[src/rtl/audio_sample_streamer.sv]
// Fetches a start..end range of 16-bit samples from an SRAM reader into a FIFO
// and plays them out to the codec at one sample every CLK_DIV cycles.
module audio_sample_streamer #(
    parameter int FIFO_DEPTH = 16,
    parameter int CLK_DIV    = 1042,
    parameter int ADDR_W     = 20
) (
    input  logic              Clk,
    input  logic              reset,
    input  logic              play,
    input  logic              loop,
    input  logic [ADDR_W-1:0] start_addr,
    input  logic [ADDR_W-1:0] end_addr,
    output logic              fetch_req,
    output logic [ADDR_W-1:0] fetch_addr,
    input  logic              fetch_ack,
    input  logic              rd_valid,
    input  logic [15:0]       rd_data,
    output logic [15:0]       sample_out,
    output logic              sample_strobe,
    output logic              underrun,
    output logic              busy,
    output logic              done
);

    localparam int PTR_W = $clog2(FIFO_DEPTH);
    localparam int CNT_W = PTR_W + 1;
    localparam int DIV_W = $clog2(CLK_DIV + 1);
    localparam logic [CNT_W-1:0] FULL_CNT = CNT_W'(FIFO_DEPTH);
    localparam logic [DIV_W-1:0] DIV_LAST = DIV_W'(CLK_DIV - 1);

    typedef enum logic [2:0] {
        IDLE,
        PRIME,
        RUN,
        DRAIN,
        DONE,
        ABORT
    } state_t;

    state_t state, state_nx;

    logic [ADDR_W-1:0] addr_q;
    logic [ADDR_W-1:0] start_q;
    logic [ADDR_W-1:0] end_q;
    logic              exhausted;
    logic              outstanding;
    logic [DIV_W-1:0]  divider;

    logic [15:0]       fifo_mem [FIFO_DEPTH];
    logic [PTR_W-1:0]  wr_ptr;
    logic [PTR_W-1:0]  rd_ptr;
    logic [CNT_W-1:0]  fifo_count;

    logic accept;
    logic push_en;
    logic pop_en;
    logic streaming;
    logic tick;
    logic flush;
    logic fifo_empty;

    assign streaming  = (state == RUN) || (state == DRAIN);
    assign tick       = streaming && play && (divider == DIV_LAST);
    assign fifo_empty = (fifo_count == '0);
    assign pop_en     = tick && !fifo_empty;
    assign accept     = fetch_req && fetch_ack;
    // Read data arriving in ABORT or IDLE is consumed but never stored.
    assign push_en    = rd_valid && outstanding && (state inside {PRIME, RUN, DRAIN});
    assign flush      = (state == IDLE) || (state == ABORT) || (state_nx == ABORT);

    // Only one request in flight, so count+outstanding bounds FIFO occupancy.
    assign fetch_req  = (state inside {PRIME, RUN}) && !exhausted && !outstanding
                        && ((fifo_count + CNT_W'(outstanding)) < FULL_CNT);
    assign fetch_addr = addr_q;
    assign busy       = (state != IDLE) && (state != DONE);
    assign done       = (state == DONE);

    always_ff @(posedge Clk) begin
        if (reset) state <= IDLE;
        else       state <= state_nx;
    end

    // NOTE: every output of a combinational block gets a default first, so no path leaves it unassigned and infers a latch.
    always_comb begin
        state_nx = state;
        case (state)
            IDLE:  if (play) state_nx = PRIME;
            PRIME: begin
                if (!play)                                  state_nx = ABORT;
                else if ((fifo_count == FULL_CNT) || exhausted) state_nx = RUN;
            end
            RUN: begin
                if (!play)          state_nx = ABORT;
                else if (exhausted) state_nx = DRAIN;
            end
            DRAIN: begin
                if (!play)                                  state_nx = ABORT;
                else if (tick && fifo_empty && !outstanding) state_nx = DONE;
            end
            DONE:  if (!play) state_nx = IDLE;
            ABORT: if (!outstanding) state_nx = IDLE;
            default: state_nx = IDLE;
        endcase
    end

    // NOTE: clocked state uses non-blocking assignments so every register samples pre-edge values, independent of statement order.
    always_ff @(posedge Clk) begin
        if (reset) begin
            addr_q        <= '0;
            start_q       <= '0;
            end_q         <= '0;
            exhausted     <= 1'b0;
            outstanding   <= 1'b0;
            divider       <= '0;
            sample_out    <= '0;
            sample_strobe <= 1'b0;
            underrun      <= 1'b0;
        end else begin
            sample_strobe <= 1'b0;
            underrun      <= 1'b0;

            if (accept) begin
                outstanding <= 1'b1;
                if ((addr_q == end_q) && loop) begin
                    addr_q <= start_q;
                end else begin
                    addr_q <= addr_q + ADDR_W'(1);
                    if (addr_q == end_q) exhausted <= 1'b1;
                end
            end else if (rd_valid && outstanding) begin
                outstanding <= 1'b0;
            end

            if ((state == IDLE) && play) begin
                start_q   <= start_addr;
                end_q     <= end_addr;
                addr_q    <= start_addr;
                exhausted <= 1'b0;
            end

            if (streaming && play) divider <= (divider == DIV_LAST) ? '0 : divider + DIV_W'(1);
            else                   divider <= '0;

            // An empty tick still strobes a silent sample; only RUN reports it as underrun.
            if (tick) begin
                sample_strobe <= 1'b1;
                if (pop_en) begin
                    sample_out <= fifo_mem[rd_ptr];
                end else begin
                    sample_out <= '0;
                    underrun   <= (state == RUN);
                end
            end
        end
    end

    always_ff @(posedge Clk) begin
        if (reset || flush) begin
            wr_ptr     <= '0;
            rd_ptr     <= '0;
            fifo_count <= '0;
        end else begin
            if (push_en) wr_ptr <= wr_ptr + PTR_W'(1);
            if (pop_en)  rd_ptr <= rd_ptr + PTR_W'(1);
            case ({push_en, pop_en})
                2'b10:   fifo_count <= fifo_count + CNT_W'(1);
                2'b01:   fifo_count <= fifo_count - CNT_W'(1);
                default: fifo_count <= fifo_count;
            endcase
        end
    end

    // NOTE: sample storage has no reset; the pointers and count alone decide which entries are valid.
    always_ff @(posedge Clk) begin
        if (push_en) fifo_mem[wr_ptr] <= rd_data;
    end

endmodule

[config.mk]
export PLATFORM = sky130hd
export DESIGN_NAME = audio_sample_streamer
export DESIGN_NICKNAME = d
export VERILOG_FILES = /design/src/rtl/audio_sample_streamer.sv
export SDC_FILE = /design/constraint.sdc
export NUM_CORES = 1
export LEC_CHECK = 0
export CAP_MARGIN = 25
export CORE_ASPECT_RATIO = 1.4
export CORE_MARGIN = 4
export CORE_UTILIZATION = 37
export CTS_CLUSTER_SIZE = 12
export DETAILED_ROUTE_END_ITERATION = 8
export GPL_TIMING_DRIVEN = 0
export HOLD_SLACK_MARGIN = 0.06
export PLACE_DENSITY = 0.62
export SLEW_MARGIN = 30
export SYNTH_ARGS = -nofsm -noshare
export SYNTH_HDL_FRONTEND = slang
export SYNTH_SLANG_ARGS = --single-unit
[constraint.sdc]
create_clock -name Clk -period 3.1 [get_ports Clk]
set_input_delay 0.31 -clock Clk [delete_from_list [all_inputs] [get_ports Clk]]
set_output_delay 0.31 -clock Clk [all_outputs]
set_load 0.03 [all_outputs]
==> results of run 1 <==
[kinds of logic after synthesis]
group           synth area share [%]
compound gates                 6.242
simple gates                   8.225
mux                            12.50
buf+inv                        2.126
fa+ha+maj                      1.147
flops                          66.81
xor+xnor                       2.952
[timing repair]
action,4_1_cts,5_1_grt
hold buffers,0,0
setup endpoints to repair,1,1
setup buffers,0,2
gates resized for setup,3,2
pin swaps,1,1
[cell type report]
cell class | instances | area [µm²] | share of cell area (%)
flip-flops and latches | 367 | 9910 | 54.32
multi-input cells | 554 | 4741 | 25.99
repair buffers | 124 | 1424 | 7.805
clock buffers | 64 | 1120 | 6.139
well taps | 528 | 660.6 | 3.621
plain buffers | 58 | 252.7 | 1.385
clock inverters | 4 | 71.32 | 0.3909
inverters | 17 | 63.81 | 0.3498
[worst register-to-register path, delay by kind of cell (launching register included)]
family | cells | cell delay (ns)
simple gates | 7 | 1.28
fa+ha+maj | 2 | 0.63
flops | 1 | 0.36
buf+inv | 2 | 0.25
xor+xnor | 1 | 0.15
compound gates | 1 | 0.14
[layer usage]
metal | wire length, µm | GRT usage [%] | vias up
met5 | 8 | 0 | -
met4 | 1530 | 6.808 | 2
met3 | 2513 | 3.281 | 87
met2 | 19820 | 31.70 | 354
met1 | 14490 | 20.85 | 4655
li1 | - | - | 4145
[path summary, 6_finish.rpt]
kind	slack [ns]	cells past startpoint	from	endpoint
worst min-delay path	0.25	2	play	state[2]
worst max-delay path	0.18	13	divider[2]	fifo_count[4]
worst max register to register	0.18	13	divider[2]	fifo_count[4]
worst min register to register	0.46	2	start_q[3]	start_q[3]
[synth_stat cells, types with 7 or more instances]
library cell | n | area [µm²]
a32o_1 | 17 | 170.2
dfxtp_1 | 111 | 2222
mux4_2 | 80 | 1802
edfxtp_1 | 256 | 7687
xnor2_1 | 15 | 131.4
nand2_1 | 103 | 386.6
o32ai_1 | 8 | 70.07
nor2_1 | 71 | 266.5
buf_1 | 7 | 26.28
buf_2 | 15 | 75.07
ha_1 | 12 | 150.1
nor3_1 | 11 | 55.05
a21oi_1 | 58 | 290.3
nand3_1 | 28 | 140.1
inv_1 | 17 | 63.81
o21ai_0 | 21 | 105.1
a21boi_0 | 9 | 67.56
xor2_1 | 35 | 306.5
nor4_1 | 7 | 43.79
clkbuf_1 | 34 | 127.6
[power by group through the flow]
stage	Clock, mW	Sequential [mW]	Combinational [mW]
final	4.40	5.39	0.660
after global routing	4.69	5.39	0.718
after CTS	4.49	5.39	0.658
after detailed placement	0	5.49	0.655
after global placement	0	5.49	0.642
after floorplan	0	5.51	0.316
[sequential cells by signal, indices dropped and copies added (netlist names), named ones only]
register	count
divider	11
end_q	20
exhausted	1
fetch_addr	20
fifo_count	5
fifo_mem	256
outstanding	1
rd_ptr	4
sample_out	16
sample_strobe	1
start_q	20
state	3
underrun	1
wr_ptr	4
[cell usage in the layout (no fill, tap or decap), drive strengths merged, types with 8 or more instances in the layout]
cell type,n
nor4,9
buf,48
ha,12
edfxtp,256
clkbuf,98
inv,17
nand3,30
a32o,17
nand2,103
o21ai,21
clkdlybuf4s50,100
xnor2,15
xor2,35
dfxtp,111
mux4,80
o32ai,8
nor2,73
nor3,12
a21oi,58
a21boi,9
[per-stage QoR]
step	cell area [µm²]	instances	setup WS, ns	power (mW)	utilization, %
6_report	18240	1716	0.1818	10.44	46.19
2_1_floorplan	14830	996	0.3404	5.827	-
3_5_place_dp	17010	1646	-0.1761	6.146	43.08
5_1_grt	18240	1716	0.03842	10.80	46.19
3_3_place_gp	16490	1624	-1.369	6.132	41.77
4_1_cts	18220	1714	0.01528	10.53	46.13
==> metrics list, run 1 <==
* Cell row count: 86
* Sequential group share of total power: 51.6%
- Maximum vdd ir drop: 0.5087 mV
* Fin. Hold Viols: 0
- Once detail routing completed, the nets flagged for antenna violations numbered 0.
* Cell with the largest stage delay on the worst path: fa_1
- Sequential cell area fraction in the yosys report: 66.81%
* Via density: 5.386
- Number of distinct library cells after synthesis: 56
* Top-Level Pins: 103
* Total clock buffers created by CTS: 39
- Worst slew margin relative to its limit: 33.01%
* Count of fill cells added during filler insertion: 3496
- After layout, the worst path uses 94.14% of the clock period.
- Across every metal layer, demand over resource in global routing totals 17.64%.
- Detailed routing inserted a total of 9243 vias.
- Sum of negative setup slack: 0 ns
- Number of global-route vias before repair: 9573
* CTS H-Tree Depth: 2
- Total detailed-routing wirelength: 38.36 mm
- In this run the worst path has a maximum fanout of 5.
- The run finished with clean final reports.
- For the worst setup path, the data required time is 3.51 ns.
* Crit path cell chain: nor4b_2 > nand4b_1 > buf_4 > nor2_4 > ha_2 > inv_1 > fa_1 > nor2b_1 > o21ai_0 > and3_1 > nor3_1 > xnor2_1 > nor2_1
- For this run, the number of Yosys warnings is 0.
- Buffer levels on the longest clock path: 3
- The worst setup path is launched from a register.
- Area enclosed by the die boundary: 0.04340 mm²
* Maximum capacitance violations: 0
- Largest net degree at the start of global routing: 17
- Setup repair after global routing left no endpoint under its margin.
- Clock latency on the worst-skew pair, taken at its later pin, is 0.54 ns.
- After floorplanning, the core was sized to cover 0.03949 mm².
- The critical path contains buffers and inverters numbering 2 combined.
* Final period demand of the worst path: 2.918 ns
- In the final routed layout, each cell accounts on average for 22.36 µm.
* Internal power: 8.118 mW
* Share of post-route cells with drive strength above 1: 16.92%
* Height of the chip: 244.9 µm
- Once detailed placement completed, the half-perimeter wirelength came to 26.29 mm.
* Root cell of the clock tree: clkbuf_16
* Total Nets Final: 1236
* Final antenna diode count: 0
- Proportion of power drawn by combinational gates: 6.3%
- Pins over their slew limit: 0
- Count of buffers inserted at the top-level ports: 100
- At the end of routability-driven placement, the weighted congestion stood at 0.9210.
- The worst setup path is captured at a register.
- From left edge to right edge, the die measures 177.2 µm.
* Worst hold slack: 0.2514 ns
- Number of DRC violations after detailed routing: 0
- Synthesis handed over a netlist of 996 instances.
- For the pin with the worst max-slew slack, the measured transition is 1.001 ns.
- Antenna violations before repair: 1
- In this run the cell area of the synthesized design comes to 0.01483 mm².
* Kind of critical path: register to register
- Net Count, Synth: 1071
- Clock transition at path regs: 0.06 ns
* Effective utilization at floorplan: 37.56%
- Worst hold-check path type: input port to register
- Timing would allow up to 342.7 MHz.
* Post-synth EDFFs: 256
- Global routing finished with a remaining overflow of 0.
* First-pass GRT wire length: 57.66 mm
* Data arrival time at the worst-slack endpoint: 3.33 ns
* Total leakage power: 5.860 nW
* Mean Syn Cell Area: 14.89 µm²
* Prevailing post-synth register cell: edfxtp_1
* DR pass1 iterations: 7
- Fraction of registers with async set/reset: 0%
- Dividing total power by cell area gives a power density of 572.5 mW/mm².
* Switching pwr: 2.325 mW
* Switching fraction of total power: 22.26%
* Clock network power share: 42.1%
- The clock drives 367 sinks.
- Clk_skew: 0.02585 ns
- In this design, the stage delay of the slowest critical-path cell is 0.38 ns.
- Final setup violation count: 0
- Counting flops and latches in the post-synthesis netlist gives 367.
- Signed area change from the synthesized netlist to the final layout: 22.99%
- For this block, the initial DRC count from the detailed router was 758.
- TritonCTS clock tree: built
- In this design, the largest share of critical-path delay is due to simple AND/OR/NAND/NOR gates.
Note: power is estimated with default switching activity, not from simulation.
==> run 2: changes to the inputs <==
Settings changed: SLEW_MARGIN 30 to not set.
==> run 2 against run 1 <==
Net effect:
- count of clock-buffer cells in the layout down 6
- cell count down 0.35%
- sequential cell count unchanged
- wire length down 0.11%
- sequential power about the same
- highest routed layer unchanged
==> metrics list, run 2 (synthesis results as in run 1) <==
- The flow ran to the end, and the final reports show no timing, DRC or antenna violations.
- Count of buffers inserted at the top-level ports: 100 (unchanged)
- Maximum cell stage delay along the critical path: 0.77 ns (+0.39 ns)
* Kind of critical path: register to register
- The worst-skew pair later-pin latency is 0.54 ns (about the same).
* Clock transition at path regs: 0.06 ns (about the same)
* Total detailed-routing wirelength: 38.32 mm (-0.11%)
* Total clock buffers created by CTS: 38 (-2.6%)
- The remaining global-route overflow was 0 (unchanged).
- The fill cell instance count of the final layout is 3504 (+0.23%).
- Area of all placed cells without fillers: 0.01807 mm² (-0.94%)
- The minimum clock period is 2.911 ns (-0.007454 ns).
- The maximum number of pins on one net before global-route repair was 17 (unchanged).
* Crit path cell chain: clkbuf_1 > clkbuf_1 > mux4_2 > mux4_2 > a32o_1
- The number of iterations in the first detailed-routing pass is 6 (-1).
* Effective utilization at floorplan: 37.56% (unchanged)
- The tree is rooted in a clkbuf_16.
- Share of post-route cells with drive strength above 1: 16.50% (-0.42 points)
* Worst hold slack: 0.2528 ns (+0.001360 ns)
- STA classifies the critical path endpoint as a register.
- The count of antenna-violating nets left after detailed routing is 0 (unchanged).
- On the critical path, the stage with the largest delay is an instance of clkbuf_1.
* Max Fclk: 343.6 MHz (+0.26%)
- Total leakage power: 5.801 nW (-1.0%)
* Largest reg by FF count: fifo_mem
- Iteration-0 DRC count of the detailed router: 758 (unchanged)
- The DRC violation count after routing was 0 (unchanged).
* TritonCTS clock tree: built
- Standard cell area after detailed placement: 0.01691 mm² (-0.63%)
* Worst hold-check path type: input port to register
* HPWL after detailed placement: 26.23 mm (-0.19%)
* Worst slew margin relative to its limit: 35.75% (+2.7 points)
* Die W: 177.2 µm (unchanged)
* Maximum vdd ir drop: 0.5422 mV (+6.6%)
- The largest driver fanout on the critical path came to 10 (+5).
* Setup repair after global routing missed its margin: no
* Maximum capacitance violations: 0 (unchanged)
* Power density of the placed cells: 568.1 mW/mm² (-0.77%)
- The net count of the finished layout was 1232 (-0.32%).
* Buffer levels on the longest clock path: 3 (unchanged)
- The cts-stage hold buffer count was 0 (unchanged).
* Cell row count: 86 (unchanged)
* Clk_skew: 0.01793 ns (-0.007921 ns)
* Top-Level Pins: 103 (unchanged)
- The library cell used most frequently in the layout, excluding fill and tap cells, is edfxtp_1.
* Overall via count from detail_route: 9188 (-0.60%)
* Fin. Hold Viols: 0 (unchanged)
- The overall power was 10.27 mW (-1.7%).
- The global-route wire length before repair is 57.06 mm (-1.0%).
- The average wire per cell in the routed design was 22.41 µm (+0.24%).
- Period Utilization, post-route: 93.89% (-0.24 points)
- Leading cell types in the layout, fill and taps excluded: edfxtp_1 (256), dfxtp_1 (111), nand2_1 (103)
- Worst path required time: 3.52 ns (about the same)
- Antenna violations before repair: 1 (unchanged)
* GRT Resource Usage Total: 17.45% (-0.18 points)
* Pins over their slew limit: 0 (unchanged)
- Final antenna diode count: 0 (unchanged)
- The number of global-route vias before repair came to 9425 (-1.5%).
- The via density per instance is 5.373 (-0.25%).
- Area of the core: 0.03949 mm² (unchanged)
- Weighted congestion at the end of routability-driven global placement: 0.9210 (unchanged)
- The number of flip-flops under the largest register name is 256 (unchanged).
- Clk sink count: 367 (unchanged)
* Area enclosed by the die boundary: 0.04340 mm² (unchanged)
- The number of H-tree levels came to 2 (unchanged).
- The slew at the pin closest to its max-slew limit is 0.9602 ns (-0.04098 ns).
- Data arrival time at the worst-slack endpoint: 3.33 ns (about the same)
* Final setup violation count: 0 (unchanged)
- The vertical extent of the die is 244.9 µm (unchanged).
- The worst setup path is launched from a register.
- Signed area change from the synthesized netlist to the final layout: 21.83%
## run 2: final cells by class
type | count | area [µm²] | area share [%]
clock buffers | 58 | 1077 | 5.961
repair buffers | 121 | 1370 | 7.581
well taps | 528 | 660.6 | 3.656
inverters | 17 | 63.81 | 0.3531
clock inverters | 7 | 57.56 | 0.3185
plain buffers | 58 | 251.5 | 1.392
flip-flops and latches | 367 | 9910 | 54.84
multi-input cells | 554 | 4681 | 25.90
## run 2: metrics by stage
step                      instances  TNS [ns]  utilization (%)  setup WS [ns]
after floorplan                 996         0                -         0.3404
after global placement         1624   -170.03            41.77         -1.369
after CTS                      1710         0            45.72        0.08292
after detailed placement       1644   -0.1534            42.81        -0.1534
after global routing           1710         0            45.76        0.03657
final                          1710         0            45.76         0.1893
## run 2: final timing paths
kind | start | to | slack (ns) | cells after the start
setup reg to reg | register | sample_out[6] | 0.19 | 5
hold reg to reg | start_q[3] | start_q[3] | 0.46 | 2
hold / removal | play | state[2] | 0.25 | 2
setup / recovery | register | sample_out[6] | 0.19 | 5
## run 2: per-layer routing
layer | wire, µm | track usage, %
met4 | 1349 | 6.421
met5 | 15 | 0
met1 | 14540 | 20.56
met3 | 2393 | 3.081
met2 | 20030 | 31.72
## run 2: critical path: cells and delay by family (launching register included)
| family | cells | cell delay (ns) |
|---|---|---|
| buffers and inverters | 2 | 1.27 |
| multiplexers | 2 | 0.93 |
| flip-flops | 1 | 0.31 |
| AO/OA/AOI/OAI | 1 | 0.28 |
## run 2: repair_timing
action / in CTS / in global routing
setup endpoints to repair: 1 / 1
gates resized for setup: 2 / 3
buffers inserted: 1 / 0
gates cloned: 0 / 0
pin swaps: 1 / 0
## run 2: where the power goes
part	leakage [nW]	total, mW	internal (mW)	switching (mW)
logic	2.05	0.661	0.262	0.399
clock network	0.548	4.22	2.40	1.82
registers	3.20	5.39	5.30	0.0820
